$ cat config.mk
export PLATFORM = sky130hd
export DESIGN_NAME = instr_sequencer
export DESIGN_NICKNAME = d
export VERILOG_FILES = /design/src/rtl/seq_pkg.sv /design/src/rtl/seq_wait_timer.sv /design/src/rtl/instr_sequencer.sv
export SDC_FILE = /design/constraint.sdc
export NUM_CORES = 1
export LEC_CHECK = 0
export ABC_CLOCK_PERIOD_IN_PS = 3200
export CAP_MARGIN = 20
export CORE_ASPECT_RATIO = 2
export CORE_UTILIZATION = 30
export CTS_BUF_LIST = sky130_fd_sc_hd__clkbuf_16
export CTS_CLUSTER_DIAMETER = 150
export CTS_CLUSTER_SIZE = 30
export DETAILED_ROUTE_END_ITERATION = 10
export PLACE_DENSITY = 0.53
export SLEW_MARGIN = 30
export SYNTH_ARGS = -nofsm -noshare
export SYNTH_HDL_FRONTEND = slang
export SYNTH_SLANG_ARGS = --single-unit
$ cat constraint.sdc
create_clock -name clk -period 3.2 [get_ports clk]
set_input_delay 0.8 -clock clk [delete_from_list [all_inputs] [get_ports clk]]
set_output_delay 0.8 -clock clk [all_outputs]
set_load 0.01 [all_outputs]
$ cat src/rtl/seq_pkg.sv
// Shared encodings for the instruction sequencer: opcode classes, FSM states,
// mux selects and trap error codes.
package seq_pkg;

    localparam logic [3:0] OP_ALUR  = 4'b0000;
    localparam logic [3:0] OP_ALUI  = 4'b1000;
    localparam logic [3:0] OP_CMPR  = 4'b0010;
    localparam logic [3:0] OP_CMPI  = 4'b1010;
    localparam logic [3:0] OP_LW    = 4'b1001;
    localparam logic [3:0] OP_JAL   = 4'b1011;
    localparam logic [3:0] OP_SW    = 4'b0101;
    localparam logic [3:0] OP_BCOND = 4'b0110;

    typedef enum logic [2:0] {
        ST_FETCH  = 3'd0,
        ST_DECODE = 3'd1,
        ST_EXEC   = 3'd2,
        ST_MEM    = 3'd3,
        ST_WB     = 3'd4,
        ST_TRAP   = 3'd5
    } state_t;

    localparam logic [1:0] PC_SEL_PLUS4  = 2'd0;
    localparam logic [1:0] PC_SEL_BRANCH = 2'd1;
    localparam logic [1:0] PC_SEL_JAL    = 2'd2;

    localparam logic [1:0] WB_SEL_ALU = 2'd0;
    localparam logic [1:0] WB_SEL_MEM = 2'd1;
    localparam logic [1:0] WB_SEL_PC4 = 2'd2;

    localparam logic [1:0] ERR_NONE    = 2'd0;
    localparam logic [1:0] ERR_ILLEGAL = 2'd1;
    localparam logic [1:0] ERR_TIMEOUT = 2'd2;

    function automatic logic op_legal(input logic [3:0] op);
        return (op == OP_ALUR) || (op == OP_ALUI) || (op == OP_CMPR) ||
               (op == OP_CMPI) || (op == OP_LW)   || (op == OP_JAL)  ||
               (op == OP_SW)   || (op == OP_BCOND);
    endfunction

    // Classes whose second ALU operand is the sign-extended immediate.
    function automatic logic op_uses_imm(input logic [3:0] op);
        return (op == OP_ALUI) || (op == OP_CMPI) || (op == OP_LW) || (op == OP_SW);
    endfunction

endpackage

$ cat src/rtl/seq_wait_timer.sv
// Counts cycles spent waiting for a memory ack and flags the cycle in which
// the wait limit is hit with the ack still low. TIMEOUT of 0 disables it.
module seq_wait_timer #(
    parameter int TIMEOUT = 16
) (
    input  logic clk,
    input  logic reset,
    input  logic clear,
    input  logic active,
    input  logic ack,
    output logic expired
);

    localparam int CW = (TIMEOUT > 2) ? $clog2(TIMEOUT) : 1;
    localparam logic [CW-1:0] LIMIT = CW'((TIMEOUT > 0) ? TIMEOUT - 1 : 0);
    localparam logic ENABLED = (TIMEOUT != 0);

    logic [CW-1:0] cnt_q;
    logic [CW-1:0] cnt_d;

    always_comb begin
        cnt_d = cnt_q;
        if (clear) begin
            cnt_d = '0;
        end else if (active && !ack) begin
            cnt_d = cnt_q + CW'(1);
        end
    end

    always_ff @(posedge clk) begin
        if (reset) begin
            cnt_q <= '0;
        end else begin
            cnt_q <= cnt_d;
        end
    end

    assign expired = ENABLED && active && !ack && (cnt_q == LIMIT);

endmodule

$ cat src/rtl/instr_sequencer.sv
// Multi-cycle control FSM: fetch, decode, execute, memory and writeback
// sequencing with req/ack memory handshakes, a sticky trap and a retire counter.
module instr_sequencer
    import seq_pkg::*;
#(
    parameter int TIMEOUT   = 16,
    parameter int CNT_WIDTH = 32
) (
    input  logic                 clk,
    input  logic                 reset,
    input  logic [3:0]           op1,
    input  logic                 cond_true,
    input  logic                 imem_ack,
    input  logic                 dmem_ack,
    output logic                 imem_req,
    output logic                 dmem_req,
    output logic                 dmem_we,
    output logic                 ir_we,
    output logic                 pc_we,
    output logic [1:0]           pc_sel,
    output logic                 alu_b_sel,
    output logic                 reg_we,
    output logic [1:0]           wb_sel,
    output logic                 trap,
    output logic [1:0]           err_code,
    output logic [CNT_WIDTH-1:0] retire_cnt
);

    state_t               state_q, state_d;
    logic [1:0]           err_q, err_d;
    logic [CNT_WIDTH-1:0] cnt_q, cnt_d;

    logic wait_active;
    logic wait_ack;
    logic wait_clear;
    logic wait_expired;

    // Acks are only meaningful while the matching request is up.
    assign wait_active = (state_q == ST_FETCH) || (state_q == ST_MEM);
    assign wait_ack    = (state_q == ST_FETCH) ? imem_ack : dmem_ack;
    assign wait_clear  = (state_d != state_q);

    seq_wait_timer #(
        .TIMEOUT(TIMEOUT)
    ) u_wait_timer (
        .clk    (clk),
        .reset  (reset),
        .clear  (wait_clear),
        .active (wait_active),
        .ack    (wait_ack),
        .expired(wait_expired)
    );

    always_comb begin
        state_d   = state_q;
        err_d     = err_q;
        imem_req  = 1'b0;
        dmem_req  = 1'b0;
        dmem_we   = 1'b0;
        ir_we     = 1'b0;
        pc_we     = 1'b0;
        pc_sel    = PC_SEL_PLUS4;
        alu_b_sel = 1'b0;
        reg_we    = 1'b0;
        wb_sel    = WB_SEL_ALU;
        trap      = 1'b0;
        err_code  = ERR_NONE;

        case (state_q)
            ST_FETCH: begin
                imem_req = 1'b1;
                if (imem_ack) begin
                    ir_we   = 1'b1;
                    state_d = ST_DECODE;
                end else if (wait_expired) begin
                    state_d = ST_TRAP;
                    err_d   = ERR_TIMEOUT;
                end
            end
            ST_DECODE: begin
                if (!op_legal(op1)) begin
                    state_d = ST_TRAP;
                    err_d   = ERR_ILLEGAL;
                end else begin
                    state_d = ST_EXEC;
                end
            end
            ST_EXEC: begin
                alu_b_sel = op_uses_imm(op1);
                if (op1 == OP_BCOND) begin
                    pc_we   = 1'b1;
                    pc_sel  = cond_true ? PC_SEL_BRANCH : PC_SEL_PLUS4;
                    state_d = ST_FETCH;
                end else if ((op1 == OP_LW) || (op1 == OP_SW)) begin
                    state_d = ST_MEM;
                end else begin
                    state_d = ST_WB;
                end
            end
            ST_MEM: begin
                dmem_req  = 1'b1;
                dmem_we   = (op1 == OP_SW);
                alu_b_sel = 1'b1;
                if (dmem_ack) begin
                    if (op1 == OP_SW) begin
                        pc_we   = 1'b1;
                        state_d = ST_FETCH;
                    end else begin
                        state_d = ST_WB;
                    end
                end else if (wait_expired) begin
                    state_d = ST_TRAP;
                    err_d   = ERR_TIMEOUT;
                end
            end
            ST_WB: begin
                reg_we  = 1'b1;
                wb_sel  = (op1 == OP_LW) ? WB_SEL_MEM :
                          (op1 == OP_JAL) ? WB_SEL_PC4 : WB_SEL_ALU;
                pc_we   = 1'b1;
                pc_sel  = (op1 == OP_JAL) ? PC_SEL_JAL : PC_SEL_PLUS4;
                state_d = ST_FETCH;
            end
            ST_TRAP: begin
                trap     = 1'b1;
                err_code = err_q;
            end
            default: begin
                state_d = ST_FETCH;
            end
        endcase

        // Reset silences every output in the same cycle, abandoning any request.
        if (reset) begin
            imem_req  = 1'b0;
            dmem_req  = 1'b0;
            dmem_we   = 1'b0;
            ir_we     = 1'b0;
            pc_we     = 1'b0;
            pc_sel    = PC_SEL_PLUS4;
            alu_b_sel = 1'b0;
            reg_we    = 1'b0;
            wb_sel    = WB_SEL_ALU;
            trap      = 1'b0;
            err_code  = ERR_NONE;
        end

        cnt_d = cnt_q + CNT_WIDTH'(pc_we);
    end

    always_ff @(posedge clk) begin
        if (reset) begin
            state_q <= ST_FETCH;
            err_q   <= ERR_NONE;
            cnt_q   <= '0;
        end else begin
            state_q <= state_d;
            err_q   <= err_d;
            cnt_q   <= cnt_d;
        end
    end

    assign retire_cnt = reset ? '0 : cnt_q;

endmodule

==> qor.csv <==
stage;metric;value;unit
logic_synthesis;Synth Cell Area;2500;um^2
global_routing;vias in the first global route;2287;
clocking;CTS Sinks;41;
power;Lkg Pwr;1.32;nW
clocking;Num CTS Buffers;5;
final_layout;Non-Filler Instances;469;
logic_synthesis;Post-synth top cells;nor2_1 (46), dfxtp_1 (41), nor2b_1 (34), xnor2_1 (20), nand2_1 (17);
job;total of max-cap violations;0;
timing;endpoints failing hold;0;
floorplanning;Placement Rows;46;
logic_synthesis;Syn Inst Count;302;
global_routing;busiest grt layer;met2;
placed_design;Placed Cells incl. Taps;458;
detailed_routing;DR pass1 iterations;4;
hold_path;HP Class;reg -> reg;
final_layout;P&R area growth vs syn;40.8;%
critical_path;CP startpoint kind;primary input;
critical_path;CP cell instances;clkdlybuf4s50_1, nand2_1, nor2_1, a32oi_1, o21bai_1, buf_4, ha_4, ha_4, nand2_1, or3_4, buf_8, nor4_4, xnor2_1, nor2_1;
floorplanning;Die ar.;8740;um^2
logic_synthesis;Synthesized Nets;314;
critical_path;reg-to-reg startpoint;state_q[2];
floorplanning;Core ar.;8000;um^2
floorplanning;Initial Util;31.3;%
critical_path;Worst Path Arrival;3.26;ns
timing;Layout Skew;0.00534;ns
clocking;Reg clk slew, reported paths;0.06;ns
logic_synthesis;Yosys reg bits;41;
critical_path;slowest library cell on the worst path;clkdlybuf4s50_1;
global_routing;grt ovf;0;
detailed_routing;antenna viol nets, final;0;
logic_synthesis;unique cell type count in the Yosys netlist;50;
clocking;clock buffer depth;2;
final_layout;number of antenna diodes;0;
critical_path;element type at the critical path end;flip-flop;
global_routing;Total Routing Usage GR;15.7;%
logic_synthesis;area share of the largest cell type after synthesis;32.8;%
logic_synthesis;synth top area cells;dfxtp_1 (33%), nor2b_1 (8.5%), xnor2_1 (7.0%);
power;Tot Pwr;1.25;mW
hold_path;Hold Path Origin;err_q[1];
timing;Setup Viol. Count Final;0;
logic_synthesis;Syn Area/Cell;8.29;um^2
timing;RSZ-0062 raised after global routing;no;
detailed_routing;Residual DRC;0;
logic_synthesis;register area share after synthesis;32.8;%
placed_design;# port buffers;54;
logic_synthesis;Synth area leader;dfxtp_1;
detailed_routing;vias per cell;4.93;
placed_design;Placer Congestion;0.876;
global_routing;largest net degree at the start of global routing;74;
timing;Tmin final;3.10;ns
timing;Slew headroom;42.0;%
power;VDD IR max;321;uV
clocking;Root Buffer;clkbuf_16;
logic_synthesis;Post-synth EDFFs;0;
clocking;cts hold-fix bufs;0;
detailed_routing;routed len/inst;14.0;um
critical_path;worst-path maximum fanout;5;
clocking;CTS tree;done;
timing;Peak Freq;323;MHz
detailed_routing;detailed router's first-iteration violation count;125;
critical_path;Worst EP required;3.37;ns
run_status;outcome;finished clean;
timing;final cycle utilization of the critical path;96.8;%
global_routing;met2 Use GR;28.8;%
timing;final count of pins violating max slew;0;
global_routing;met1 usage;16.0;%
detailed_routing;Total Wirelength;6570;um
final_layout;fin util;44.1;%
global_routing;GRT met3 Usage;2.52;%
logic_synthesis;Ys Warns;0;
clocking;htree depth;2;
placed_design;hpwl dp;4860;um
critical_path;Worst Path Class, Setup;in -> reg;
floorplanning;Die W;66.6;um
timing;slew of the pin with the lowest slew margin;0.859;ns
logic_synthesis;ys flop type;dfxtp_1;
logic_synthesis;count leader, synth;nor2_1;
floorplanning;Die H;131;um
detailed_routing;via count;2313;
critical_path;CP max stage delay;0.48;ns
floorplanning;io pins;55;
critical_path;CP delay by family, top;simple AND/OR/NAND/NOR gates;
clocking;Clock Latency Late Sink;0.28;ns
global_routing;global-route wire length before repair;10700;um
power;Cell Pwr Density;355;nW/um^2
final_layout;Final nets;384;
logic_synthesis;fraction of registers with async set/reset;0;%
final_layout;layout cells sized above 1;16.4;%
critical_path;critical path launch point;dmem_ack;
critical_path;Buf+Inv Stages, Crit Path;3;
global_routing;initial antenna violation count;0;
## cells in the final DEF (no fill, tap or decap), types with 5 or more instances in the layout
cell type / synthesis / final
a21oi_1: 7 / 7
and3_1: 7 / 7
buf_4: 1 / 22
clkbuf_16: 0 / 5
clkdlybuf4s50_1: 0 / 45
dfxtp_1: 41 / 41
inv_1: 6 / 6
nand2_1: 17 / 17
nand3_1: 10 / 10
nor2_1: 46 / 46
nor2b_1: 34 / 33
nor3_1: 14 / 14
nor3_2: 6 / 6
xnor2_1: 20 / 20
xor2_1: 12 / 12
## repair_timing
action,CTS,global route
gates resized for setup,8,13
cloned,0,1
pin swaps,1,9
endpoints found under the setup margin,7,23
setup buffers,1,1
## kinds of logic after synthesis
group	count (synthesis)	synth area share [%]
AO/OA/AOI/OAI	30	8.20
XOR/XNOR	32	11.2
adder cells (fa/ha/maj)	3	1.50
buffers and inverters	22	4.05
flip-flops	41	32.8
multiplexers	1	0.400
AND/OR/NAND/NOR	173	41.9
## per-layer routing
layer | vias to the layer above | share of wire, %
met5 | - | 0
li1 | 1179 | -
met2 | 55 | 56
met3 | 11 | 4.1
met1 | 1068 | 37
met4 | 0 | 2.5
## worst min-delay path, stage by stage (launching register included)
cell	delay, ns
dfxtp_1	0.32
a21oi_1	0.06
nor2_1	0.07
## per-stage QoR
stage | setup WS, ns | setup TNS, ns | area (um^2) | hold slack [ns]
global route | 0.0140 | 0 | 3530 | 0.539
finish | 0.103 | 0 | 3530 | 0.488
CTS | -0.0487 | -0.130 | 3440 | 0.489
detailed placement | -0.273 | -3.76 | 3260 | 0.472
global placement | -0.217 | -2.99 | 3260 | 0.466
floorplan | 0.0762 | 0 | 2500 | 0.448
## worst paths after layout
path,end,slack (ns),cells past startpoint
setup / recovery,cnt_q[28],0.10,14
hold / removal,err_q[1],0.49,2
setup reg to reg,cnt_q[28],0.52,12
hold reg to reg,err_q[1],0.49,2
## cell type report
cell class              count  area (um^2)
fillers                   835         4470
well taps                  96          120
inverters                   6         22.5
multi-input cells         239         1650
flip-flops and latches     41          821
repair buffers             79          746
clock inverters             3         41.3
clock buffers               5          125
## registers in the layout, summed over array words and instances (netlist names)
register,cells
cnt_q,32
u_wait_timer.cnt_q,4
state_q,3
err_q,2
## where the power goes
| part | total, mW | switching [mW] | internal, mW |
|---|---|---|---|
| combinational | 0.150 | 0.0847 | 0.0658 |
| sequential | 0.530 | 0.0122 | 0.518 |
| clock | 0.570 | 0.205 | 0.365 |
No activity file was read; power rests on OpenSTA's default activity.
==> patch 1, RTL diff (same settings) <==
`TIMEOUT` is set to 16 in 2 places; all go to 32.
--- a/src/rtl/seq_wait_timer.sv
+++ b/src/rtl/seq_wait_timer.sv
@@ -1,7 +1,7 @@
 // Counts cycles spent waiting for a memory ack and flags the cycle in which
 // the wait limit is hit with the ack still low. TIMEOUT of 0 disables it.
 module seq_wait_timer #(
-    parameter int TIMEOUT = 16
+    parameter int TIMEOUT = 32
 ) (
     input  logic clk,
     input  logic reset,
--- a/src/rtl/instr_sequencer.sv
+++ b/src/rtl/instr_sequencer.sv
@@ -3,7 +3,7 @@
 module instr_sequencer
     import seq_pkg::*;
 #(
-    parameter int TIMEOUT   = 16,
+    parameter int TIMEOUT   = 32,
     parameter int CNT_WIDTH = 32
 ) (
     input  logic                 clk,
Formal check against the unedited RTL: same outputs for any inputs over 10 cycles, from zero or initial values and one cycle with reset high; that may be too few to reach the edited logic, so the function may still have changed.
==> patch 1 against the original RTL <==
- critical endpoint is now pc_we
- sequential cell count grew 1
- synthesized area fell by 3.6%
- synthesized cell count shrank 1.3%
- sequential share of layout area rose by 1.8 points
- worst setup slack got worse by 0.016 ns
- design area is 4.9% lower
- total power increased by 6.1%
- wire length fell by 6.0%
- non-clock buffer count shrank 5
- largest power group unchanged
- first-iteration DRC count down 28%
- critical path depth is 8 lower
==> patch 1: results (changes against the original RTL) <==
\begin{tabular}{lr}
\hline
Metric & Value \\
\hline
\multicolumn{2}{l}{\textbf{Status}} \\
Outcome & finished, final reports clean \\
\multicolumn{2}{l}{\textbf{Routing}} \\
Router iterations before antenna repair & 4 (unchanged) \\
Average detailed-routed wire length per instance & 13.4 um (-4.2\%) \\
Number of violations reported at the end of detailed-routing iteration 0 & 90 (-28\%) \\
Met3 Wirelength & 187 um (-31\%) \\
WL met1 & 2390 um (-2.0\%) \\
Vias after detailed routing & 2282 (-1.3\%) \\
Wire length on met2 & 3380 um (-8.5\%) \\
\multicolumn{2}{l}{\textbf{Global routing}} \\
GR Util met1 & 0.155 (-0.00459) \\
Total routing resource utilization after global routing & 0.160 (+0.00322) \\
Met2 usage & 0.306 (+0.0178) \\
GR Layer Usage met3 & 0.0275 (+0.00231) \\
Via count of the first global-routing pass & 2222 (-2.8\%) \\
Maximum number of pins on one net before global-route repair & 36 (-51\%) \\
Wire length of the first global-routing pass & 10300 um (-3.0\%) \\
\multicolumn{2}{l}{\textbf{Synthesis}} \\
Synth cell count leaders & 42 x sky130\_fd\_sc\_hd\_\_dfxtp\_1, 39 x sky130\_fd\_sc\_hd\_\_nor2\_1, 37 x sky130\_fd\_sc\_hd\_\_nor2b\_1 \\
Synthesized instance count & 298 (-1.3\%) \\
Proportion of synthesized chip area in sequential cells & 0.348 (+0.0205) \\
Synth top area cells & sky130\_fd\_sc\_hd\_\_dfxtp\_1 35\%, sky130\_fd\_sc\_hd\_\_nor2b\_1 9.6\%, sky130\_fd\_sc\_hd\_\_xor2\_1 6.5\% \\
Syn. warnings & 0 (unchanged) \\
Netlist cell types & 43 (-14\%) \\
Synthesized Nets & 311 (-0.96\%) \\
\multicolumn{2}{l}{\textbf{Layout}} \\
Regs by FF count & cnt\_q: 32 flops, u\_wait\_timer.cnt\_q: 5 flops, state\_q: 3 flops \\
Cell Count, Final, Fillers Out & 460 (-1.9\%) \\
ANT cells & 0 (unchanged) \\
Fillers & 845 (+1.2\%) \\
\multicolumn{2}{l}{\textbf{Placement}} \\
Number of instances in the placed design & 452 (-1.3\%) \\
Detailed Place HPWL & 4590 um (-5.7\%) \\
RD Place Congestion & 0.775 (-12\%) \\
Minimum setup slack after placement & -0.307 ns (-0.0332 ns) \\
Area after detailed placement & 3160 um\^{}2 (-3.1\%) \\
\multicolumn{2}{l}{\textbf{Critical path}} \\
Reg-to-reg critical path startpoint & state\_q[0] \\
Arrival time reported for the critical path endpoint & 2.31 ns (-0.95 ns) \\
CP startpoint & op1[3] \\
\multicolumn{2}{l}{\textbf{Clocking}} \\
Number of setup buffers added after CTS & 0 (-1) \\
Clk\_lat worst skew & 0.29 ns \\
\multicolumn{2}{l}{\textbf{Timing}} \\
Slew Limit Headroom & 0.448 (+0.0282) \\
Largest clock skew in the final design & 0.00488 ns (-0.000468 ns) \\
\multicolumn{2}{l}{\textbf{Power}} \\
Peak ir drop on the vdd network & 0.325 mV (+1.3\%) \\
\multicolumn{2}{l}{\textbf{Min path}} \\
Startpoint of the most critical hold path & cnt\_q[31] \\
\hline
\end{tabular}
## patch 1: worst paths after layout
path / to / slack (ns) / cells after the start
max: pc_we / 0.09 / 6
max reg2reg: cnt_q[31] / 0.71 / 10
min reg2reg: cnt_q[31] / 0.49 / 2
min: cnt_q[31] / 0.49 / 2
## patch 1: cell type report
cell class	instances	area (um^2)	area share
multi-input cells	234	1520	0.453
well taps	96	120	0.0358
clock buffers	5	125	0.0373
clock inverters	3	41.3	0.0123
flip-flops and latches	42	841	0.251
inverters	6	22.5	0.00672
repair buffers	74	683	0.204
## patch 1: where the power goes
part           switching, mW  internal [mW]  total [mW]
sequential            0.0199          0.535       0.555
clock                  0.208          0.365       0.573
combinational          0.109         0.0906       0.199
## patch 1: timing repair
item / in CTS / in global routing
endpoints found under the hold margin: 0 / 0
pin swaps: 0 / 1
gates resized for setup: 10 / 4
gates cloned: 0 / 0
endpoints found under the setup margin: 6 / 3
## patch 1: critical path, stage by stage
cell,delay [ns]
sky130_fd_sc_hd__clkdlybuf4s50_1,0.47
sky130_fd_sc_hd__nand2b_4,0.17
sky130_fd_sc_hd__o32ai_2,0.28
sky130_fd_sc_hd__nand3_1,0.13
sky130_fd_sc_hd__a21oi_2,0.19
sky130_fd_sc_hd__dlygate4sd2_1,0.28
## patch 1: cells by family after synthesis
| kind of cell | Yosys count | share of synthesized area |
|---|---|---|
| AO/OA/AOI/OAI | 28 | 0.0835 |
| XOR/XNOR | 30 | 0.109 |
| flip-flops | 42 | 0.348 |
| multiplexers | 2 | 0.00829 |
| buffers and inverters | 22 | 0.0353 |
| AND/OR/NAND/NOR | 170 | 0.395 |
| adder cells (fa/ha/maj) | 4 | 0.0207 |
==> patch 2, RTL diff (config.mk and constraints unchanged) <==
Made on the original files. Encoding of `state_t`: now Gray code (3 bits for 6 states).
--- a/src/rtl/seq_pkg.sv
+++ b/src/rtl/seq_pkg.sv
@@ -12,12 +12,12 @@
     localparam logic [3:0] OP_BCOND = 4'b0110;
 
     typedef enum logic [2:0] {
-        ST_FETCH  = 3'd0,
-        ST_DECODE = 3'd1,
-        ST_EXEC   = 3'd2,
-        ST_MEM    = 3'd3,
-        ST_WB     = 3'd4,
-        ST_TRAP   = 3'd5
+        ST_FETCH  = 3'b000,
+        ST_DECODE = 3'b001,
+        ST_EXEC   = 3'b011,
+        ST_MEM    = 3'b010,
+        ST_WB     = 3'b110,
+        ST_TRAP   = 3'b111
     } state_t;
 
     localparam logic [1:0] PC_SEL_PLUS4  = 2'd0;
Check against the original RTL: same outputs for any inputs over 10 cycles, from zero or initial values and one cycle with reset high; not proved beyond that.
==> patch 2 against the original RTL <==
- global-route usage rose by 0.36 points
- sequential power rose by 2%
- worst hold slack got worse by 0.019 ns
- sequential cell count did not move
- worst setup slack got worse by 0.050 ns
- count of clock-buffer cells in the layout did not move
- register-to-register slack improved by 0.10 ns
- clock power fell by 17%
- synthesized area fell by 6.5%
- wire length fell by 5.0%
- design area fell by 6.8%
- die area fell by 6.4%
- total power fell by 3.8%
- critical endpoint is now cnt_q[30]
- highest routed layer unchanged
==> patch 2: results (changes against the original RTL) <==
\begin{tabular}{lr}
\hline
Metric & Value \\
\hline
\multicolumn{2}{l}{\textbf{Layout}} \\
Fillers & 797 (-4.6\%) \\
Proportion of layout cells with a drive suffix above 1 & 0.147 (-0.0166) \\
\multicolumn{2}{l}{\textbf{Synthesis}} \\
Adder-Cell Fraction of Synth Area & 0.0160 (+0.00105) \\
Synth top area cells & sky130\_fd\_sc\_hd\_\_dfxtp\_1 35\%, sky130\_fd\_sc\_hd\_\_nor2b\_1 8.6\%, sky130\_fd\_sc\_hd\_\_xnor2\_1 7.1\% \\
Fraction of the mapped netlist area in compound gates & 0.0850 (+0.00307) \\
Mux share of post-synthesis cell area & 0.00909 (+0.00509) \\
Xor/xnor share of the synthesized area & 0.101 (-0.0109) \\
Synth cell count leaders & 41 x sky130\_fd\_sc\_hd\_\_dfxtp\_1, 35 x sky130\_fd\_sc\_hd\_\_nor2\_1, 32 x sky130\_fd\_sc\_hd\_\_nor2b\_1 \\
Netlist cell types & 45 (-10\%) \\
\multicolumn{2}{l}{\textbf{Global routing}} \\
Via count of the first global-routing pass & 2193 (-4.1\%) \\
\multicolumn{2}{l}{\textbf{Critical path}} \\
Setup slack, reg-to-reg & 0.62 ns (+0.10 ns) \\
Arrival time reported for the critical path endpoint & 3.31 ns (+0.05 ns) \\
Largest incremental delay on the critical path & 0.45 ns (-0.03 ns) \\
Register-to-Register Path Depth & 11 (-1) \\
FF-to-FF End & cnt\_q[30] \\
\multicolumn{2}{l}{\textbf{Status}} \\
Outcome & finished, final reports clean \\
\multicolumn{2}{l}{\textbf{Min path}} \\
Worst Hold Path EP & err\_q[0] \\
Startpoint of the most critical hold path & err\_q[0] \\
\multicolumn{2}{l}{\textbf{Placement}} \\
RD Place Congestion & 0.900 (+2.8\%) \\
Detailed Place HPWL & 4620 um (-5.0\%) \\
Number of instances in the placed design & 437 (-4.6\%) \\
\multicolumn{2}{l}{\textbf{Power}} \\
Static Leak & 1.18 nW (-11\%) \\
Peak ir drop on the vdd network & 0.272 mV (-15\%) \\
\multicolumn{2}{l}{\textbf{Timing}} \\
Worst-Margin Slew & 0.430 ns (-0.429 ns) \\
\multicolumn{2}{l}{\textbf{Routing}} \\
Average detailed-routed wire length per instance & 13.9 um (-0.56\%) \\
\hline
\end{tabular}
[patch 2: changes by cell type in the layout (fill, tap and decap cells not counted), sizes merged, moves of 4 or more]
cell,unedited run,this run
nor4,11,7
nor2,46,35
xor2,12,8
a21oi,7,11
[patch 2: what timing repair did]
item	4_1_cts	5_1_grt
buffers inserted	0	2
gates resized for setup	9	12
pin swaps	0	4
cloned	0	1
setup endpoints to repair	7	11
[patch 2: logic make-up (layout without fill, tap and decap cells)]
kind of cell / after synthesis / count (layout)
and+or+nand+nor: 159 / 159
DFF: 41 / 41
AOI/OAI and AO/OA: 30 / 30
xor gates and xnor gates: 27 / 27
buffers and inverters: 25 / 92
adders and majority gates: 3 / 3
muxes: 2 / 2
[patch 2: where the power goes]
group / total, mW / internal, mW / switching (mW)
clock: 0.474 / 0.283 / 0.191
sequential: 0.543 / 0.523 / 0.0199
combinational: 0.186 / 0.0846 / 0.101
[patch 2: area by class of cell]
type / count / area, um^2 / area share
clock buffer: 5 / 125 / 0.0381
clock inverter: 3 / 13.8 / 0.00419
inverter: 8 / 30.0 / 0.00914
multi-input combinational: 221 / 1460 / 0.445
sequential: 41 / 821 / 0.250
tap: 94 / 118 / 0.0358
timing repair buffer: 76 / 718 / 0.219
[patch 2: stage by stage]
step	area (um^2)	TNS (ns)	worst slack (ns)	hold WS, ns
after floorplan	2340	0	0.165	0.439
after global placement	3070	-3.11	-0.286	0.457
after detailed placement	3070	-3.42	-0.303	0.463
after CTS	3210	0	0.000177	0.473
after global routing	3290	-0.238	-0.0850	0.486
final	3290	0	0.0537	0.469
[patch 2: metal layers]
layer  GRT usage  part of all wire
met2       0.306              0.55
met1       0.159              0.38
met3      0.0288             0.033
met4      0.0810             0.034
met5           0                 0
